**src/rtl/can_pkg.sv**
```systemverilog
// rtl/can_pkg.sv - shared widths, states and field packing for the CAN 2.0A transmit path
package can_pkg;

  localparam int ID_W          = 11;
  localparam int DLC_W         = 4;
  localparam int CRC_W         = 15;
  localparam int CRC_DATA_W    = 83;
  localparam int MAX_STUFF_LEN = 98;

  localparam logic SOF_BIT   = 1'b0;
  localparam logic RECESSIVE = 1'b1;

  typedef enum logic [2:0] {
    S_IDLE,
    S_CLR,
    S_CALC,
    S_CAP,
    S_STUFF,
    S_TAIL,
    S_IFS
  } state_t;

  function automatic logic [3:0] payload_bytes(input logic rtr, input logic [DLC_W-1:0] dlc);
    if (rtr) return 4'd0;
    return (dlc > 4'd8) ? 4'd8 : dlc;
  endfunction

  // Right-justified covered field; the zero-cleared CRC engine ignores the leading zeros.
  function automatic logic [CRC_DATA_W-1:0] build_crc_data(input logic [ID_W-1:0]  id,
                                                           input logic             rtr,
                                                           input logic [DLC_W-1:0] dlc,
                                                           input logic [63:0]      data);
    logic [6:0]            nbits;
    logic [CRC_DATA_W-1:0] hdr;
    logic [CRC_DATA_W-1:0] payload;
    nbits   = {payload_bytes(rtr, dlc), 3'b000};
    hdr     = {64'd0, SOF_BIT, id, rtr, 1'b0, 1'b0, dlc};
    payload = {19'd0, data} >> (7'd64 - nbits);
    return (hdr << nbits) | payload;
  endfunction

endpackage

```
**src/rtl/can_bit_stuffer.sv**
```systemverilog
// rtl/can_bit_stuffer.sv - registered bit driver that inserts a complement after five equal bits
module can_bit_stuffer
  import can_pkg::*;
(
  input  logic clk,
  input  logic rst,
  input  logic bit_tick,
  input  logic clear,
  input  logic valid,
  input  logic next_bit,
  output logic tx_bit,
  output logic hold
);

  logic       tx_q, tx_d;
  logic [2:0] run_q, run_d;

  assign tx_bit = tx_q;
  assign hold   = (run_q == 3'd5);

  // The run counts transmitted bits, so a stuff bit starts a fresh run of its own value.
  always_comb begin
    tx_d  = tx_q;
    run_d = run_q;
    if (bit_tick) begin
      if (!valid) begin
        tx_d = RECESSIVE;
      end else if (hold) begin
        tx_d  = ~tx_q;
        run_d = 3'd1;
      end else begin
        tx_d  = next_bit;
        run_d = (run_q != 3'd0 && next_bit == tx_q) ? run_q + 3'd1 : 3'd1;
      end
    end
    if (clear) run_d = 3'd0;
  end

  always_ff @(posedge clk or posedge rst) begin
    if (rst) begin
      tx_q  <= RECESSIVE;
      run_q <= 3'd0;
    end else begin
      tx_q  <= tx_d;
      run_q <= run_d;
    end
  end

endmodule

```
**src/rtl/can_tx_framer.sv**
```systemverilog
// rtl/can_tx_framer.sv - CAN 2.0A frame builder: CRC handshake, stuffed serialisation, tail and IFS
module can_tx_framer
  import can_pkg::*;
#(
  parameter int IFS_BITS = 3,
  parameter int EOF_BITS = 7
) (
  input  logic                  clk,
  input  logic                  rst,
  input  logic                  bit_tick,
  input  logic                  start,
  input  logic [ID_W-1:0]       id,
  input  logic                  rtr,
  input  logic [DLC_W-1:0]      dlc,
  input  logic [63:0]           data,
  output logic [CRC_DATA_W-1:0] crc_data,
  output logic                  crc_clr,
  output logic                  crc_en,
  input  logic [CRC_W-1:0]      crc_in,
  output logic                  tx_bit,
  output logic                  busy,
  output logic                  done
);

  localparam int TAIL_LEN = 10 + EOF_BITS - 7;

  state_t                   state_q, state_d;
  logic [CRC_DATA_W-1:0]    crc_data_q, crc_data_d;
  logic [MAX_STUFF_LEN-1:0] shift_q, shift_d;
  logic [6:0]               idx_q, idx_d;
  logic [6:0]               len_q, len_d;
  logic [3:0]               cnt_q, cnt_d;
  logic                     done_q, done_d;

  logic stuff_valid, stuff_hold, advance;

  // Stay in the stuffed stream while covered/CRC bits remain or a trailing stuff bit is owed.
  assign stuff_valid = (state_q == S_STUFF) && ((idx_q != len_q) || stuff_hold);
  assign advance     = bit_tick && stuff_valid && !stuff_hold;

  assign crc_data = crc_data_q;
  assign crc_clr  = (state_q == S_CLR);
  assign crc_en   = (state_q == S_CALC);
  assign busy     = (state_q != S_IDLE);
  assign done     = done_q;

  can_bit_stuffer u_stuffer (
    .clk      (clk),
    .rst      (rst),
    .bit_tick (bit_tick),
    .clear    (state_q == S_CAP),
    .valid    (stuff_valid),
    .next_bit (shift_q[MAX_STUFF_LEN-1]),
    .tx_bit   (tx_bit),
    .hold     (stuff_hold)
  );

  always_comb begin
    state_d    = state_q;
    crc_data_d = crc_data_q;
    shift_d    = shift_q;
    idx_d      = idx_q;
    len_d      = len_q;
    cnt_d      = cnt_q;
    done_d     = 1'b0;
    case (state_q)
      S_IDLE: begin
        if (start && !done_q) begin
          crc_data_d = build_crc_data(id, rtr, dlc, data);
          len_d      = 7'd34 + {payload_bytes(rtr, dlc), 3'b000};
          state_d    = S_CLR;
        end
      end
      S_CLR:  state_d = S_CALC;
      S_CALC: state_d = S_CAP;
      S_CAP: begin
        shift_d = {crc_data_q, crc_in} << (7'(MAX_STUFF_LEN) - len_q);
        idx_d   = 7'd0;
        state_d = S_STUFF;
      end
      S_STUFF: begin
        if (advance) begin
          shift_d = shift_q << 1;
          idx_d   = idx_q + 7'd1;
        end
        // The exit tick already drives the CRC delimiter, the first tail bit.
        if (bit_tick && !stuff_valid) begin
          cnt_d   = 4'd1;
          state_d = S_TAIL;
        end
      end
      S_TAIL: begin
        if (bit_tick) begin
          if (cnt_q == 4'(TAIL_LEN - 1)) begin
            cnt_d   = 4'd0;
            state_d = S_IFS;
          end else begin
            cnt_d = cnt_q + 4'd1;
          end
        end
      end
      S_IFS: begin
        if (bit_tick) begin
          if (cnt_q == 4'(IFS_BITS - 1)) begin
            cnt_d   = 4'd0;
            done_d  = 1'b1;
            state_d = S_IDLE;
          end else begin
            cnt_d = cnt_q + 4'd1;
          end
        end
      end
      default: state_d = S_IDLE;
    endcase
  end

  always_ff @(posedge clk or posedge rst) begin
    if (rst) begin
      state_q    <= S_IDLE;
      crc_data_q <= '0;
      shift_q    <= '0;
      idx_q      <= '0;
      len_q      <= '0;
      cnt_q      <= '0;
      done_q     <= 1'b0;
    end else begin
      state_q    <= state_d;
      crc_data_q <= crc_data_d;
      shift_q    <= shift_d;
      idx_q      <= idx_d;
      len_q      <= len_d;
      cnt_q      <= cnt_d;
      done_q     <= done_d;
    end
  end

endmodule
```
**config.mk**
```make
export PLATFORM = sky130hd
export DESIGN_NAME = can_tx_framer
export DESIGN_NICKNAME = d
export VERILOG_FILES = /design/src/rtl/can_pkg.sv /design/src/rtl/can_bit_stuffer.sv /design/src/rtl/can_tx_framer.sv
export SDC_FILE = /design/constraint.sdc
export NUM_CORES = 1
export LEC_CHECK = 0
export CORE_UTILIZATION = 34
export CTS_CLUSTER_DIAMETER = 60
export CTS_CLUSTER_SIZE = 24
export DETAILED_ROUTE_END_ITERATION = 12
export MAX_ROUTING_LAYER = met4
export PLACE_DENSITY = 0.49
export SYNTH_ARGS = -nofsm -noshare
export SYNTH_HDL_FRONTEND = slang
export SYNTH_SLANG_ARGS = --single-unit
```
**constraint.sdc**
```tcl
create_clock -name clk -period 8.8 [get_ports clk]
set_input_delay 1.32 -clock clk [delete_from_list [all_inputs] [get_ports clk]]
set_output_delay 1.32 -clock clk [all_outputs]
set_load 0.05 [all_outputs]
```
==> results.md <==
- Status: complete, no violations
- Int Power: slightly below 4 mW
- I/O Buffers: between 150 and 200
- Register share of total power: 23.2%
- Worst Setup SP: rtr
- Post-CTS resize count: 0
- CP dominant cell by count: nand2_1
- Hold WC Path Type: reg -> reg
- Post-route setup slack: around 4400 ps
- DP Wirelength: about 50000 µm
- First-pass GRT wire length: a little over 100000 µm
- Worst skew pair latency: ~590 ps
- Worst slack, placed: ~4000 ps
- Hold Path Cell Cnt: 2
- Worst Tran Pin Value: between 1000 and 1500 ps
- Hold_buf cts: 0
- Worst slew margin: around a quarter
- DIE WIDTH: 214 µm
- Crit path required time: 9280 ps
- Drt pass-1 iters: 6
- Num CTS Buffers: 27
- Synth cell count leaders: nand2_1 (255), dfrtp_1 (204), nor2_1 (183)
- Vert. Die Dim: about 210 µm
- DRT iter0 DRCs: roughly 1900
- Clock buffer depth: 3
- Io pins: ~190
- Hold path start: shift_q[30]
- Switching Fraction: 54.8%
- Post-DR wirelength/cell: between 20 and 30 µm
- Fraction of layout cells with a size suffix above 1: around an eighth
- Endpoint, Worst Hold: shift_q[30]
- Maximum vdd drop: roughly 0.00028 V
- Total number of vias: about 15000
- Core area: 44200 µm²
- Final worst path period need: about 4400 ps
- Ys flop type: dfrtp_1
- Final setup violation count: 0
- Clk pwr share: roughly an eighth
- Worst-path clk slew: approximately 70 ps
- CP Buf/Inv Count: 1
- Synth Cell Area: ~15000 µm²
- Switching Power: about 4.7 mW
- Crit path max-delay family: simple AND/OR/NAND/NOR gates
- Leak: between 7 and 8 nW
- Cells after synthesis: ~1700
- Max Cap Viol: 0
- GR Util All Layers: between 30% and 40%
- Hold slack: around 500 ps
- FFs w/ async S/R, synth: 100%
- Critical Path End Type: flip-flop
- Worst r2r src: state_q[2]
- Yosys warnings: 0
- H-tree depth: 1
- F_max: between 200 and 250 MHz
- Critical path startpoint category: input pin
- Non-Filler Instances: about 2400
- Final Wtd Congestion: a little under 1
- Crit path cell chain: clkdlybuf4s50_1 -> nor2_1 -> nand3_1 -> nand2_1 -> nor2_2 -> nand2_1 -> o221ai_1
- Slowest stage delay, CP: 980 ps
- Area share of the largest cell type after synthesis: approximately a third
- Synth area leader: dfrtp_1
- Top Layer Used: met4
- Layout Nets: between 1500 and 2000
- Antenna-violating nets left: 0
- Capturing point of the worst reg2reg path: shift_q[94]
- Slew Viols, Final: 0
- Reg2Reg Setup Slack: 4730 ps
- Synthesized flop and latch total: 205
- Fin crit share: 49.6%
- Vias in the first global route: between 10000 and 15000
- Area delta synth->final: 19.6%
- RSZ-0062 raised after global routing: false
- Number of synthesized flops with an enable pin: 0
- Initial Utilization: 34.5%
- Hold Vio Cnt, Final: 0
- DR WL met2: 32500 µm
- Worst Reg2Reg Path Length in Cells: 7
- Worst Clk Skew: between 15 and 20 ps
- Power density cells: between 400 and 500 nW/µm²
- Setup repair bufs after CTS: 0
- # rows: a little under 80
- Crit-path max FO: 17
- CTS tree: yes
- Initial antenna violation count: 1
- Full die area: approximately 46000 µm²
- Distinct cells, synth: 76
- Syn nets: approximately 1800
- Synth top area cells: dfrtp_1 (33%), mux4_2 (12%), mux2i_1 (9.7%), nand2_1 (6.3%), nor2_1 (4.5%)
- Sink Count: between 200 and 250
- WS Path Type: in -> reg
- Slowest CP cell: clkdlybuf4s50_1
- Count leader, synth: nand2_1
- Avg Cell Area, Syn: ~9.1 µm²
- DR vias/cell: ~6.2
- Routed wire length: ~70000 µm
- CP arrival: 4850 ps
- Seq/Total Area, Yosys: between 30% and 40%
- Final setup TNS: 0 ps
- Grt ovf: 0
- Met3 Wirelength: around 5000 µm
- DR DRC count: 0
- M1 wire length: about 29000 µm
- CTS root buf: clkbuf_16
- Largest net degree at the start of global routing: 86
- Post-placement cell count: between 2000 and 2500
- Comb pwr share: a little under two thirds
## worst reg2reg max path: stages, from the launching register on
cell      delay, ps
dfrtp_1         630
and2_2          230
buf_4           440
o2111a_2        750
or2_2           680
buf_4           600
nand3_1         370
o221ai_1        270
## logic make-up after synthesis
family	after synthesis	share of synthesized area, %
AND/OR/NAND/NOR	581	16.4
AO/OA/AOI/OAI	441	20.2
multiplexers	247	23.0
flip-flops	205	33.7
buffers and inverters	173	5.50
XOR/XNOR	15	0.862
adder cells (fa/ha/maj)	5	0.410
## worst max-delay path by stage
stage	cells past startpoint	endpoint	slack (ps)
global route	7	crc_data[48]	4360
floorplan	1	cnt_q[0]	1890
finish	7	crc_data[48]	4440
global placement	7	crc_data[50]	4110
CTS	7	crc_data[50]	4590
detailed placement	7	crc_data[50]	3980
## layout by cell type, fill, tap and decap left out, types with 16 or more instances in the layout
cell type        Yosys  final
a21oi_1             80     80
a221oi_1            54     54
a222oi_1            20     20
a31oi_1             20     20
and3_1              28     28
buf_4                8     29
clkbuf_16            0     27
clkdlybuf4s50_1      0    186
dfrtp_1            204    202
mux2_2              19     19
mux2i_1            147    147
mux4_2              80     80
nand2_1            255    254
nand3_1             38     38
nor2_1             183    180
nor3_1              22     21
o211ai_1            16     16
o21ai_0             87     87
o221ai_1            19     19
o22ai_1             19     19
## registers in the layout (all words and copies together) (netlist names)
name	flops
done	1
crc_data	83
shift_q	98
idx_q	7
state_q	3
u_stuffer.tx_bit	1
len_q	5
u_stuffer.run_q	3
cnt_q	4
## area by class of cell
| cell class | instances | area, µm² |
|---|---|---|
| sequential | 205 | 5140 |
| clock inverter | 19 | 178 |
| antenna | 1 | 2.50 |
| timing repair buffer | 215 | 2080 |
| clock buffer | 31 | 701 |
| fill | 4384 | 26000 |
| inverter | 18 | 75.1 |
| multi-input combinational | 1289 | 9320 |
| tap | 592 | 741 |
## power by group through the flow
| stage | logic, mW | clock network (mW) | registers [mW] |
|---|---|---|---|
| after CTS | 5.45 | 1.13 | 1.99 |
| after detailed placement | 5.43 | 0 | 2.00 |
| after global routing | 5.88 | 1.17 | 2.05 |
| after global placement | 5.43 | 0 | 2.01 |
| after floorplan | 3.30 | 0 | 2.21 |
| final | 5.52 | 1.11 | 2.00 |
## layer usage
layer,vias to the layer above,track usage [%]
met5,-,-
met4,0,10.8
met3,129,3.68
met2,754,49.4
met1,7378,41.5
li1,6485,-
## through the flow
step	area [µm²]	util (%)	power, mW
6_report	18200	41.2	8.64
2_1_floorplan	15200	-	5.51
3_5_place_dp	17400	39.2	7.43
4_1_cts	18200	41.2	8.58
5_1_grt	18200	41.2	9.10
3_3_place_gp	17400	39.2	7.43
Note: power is estimated with default switching activity, not from simulation.
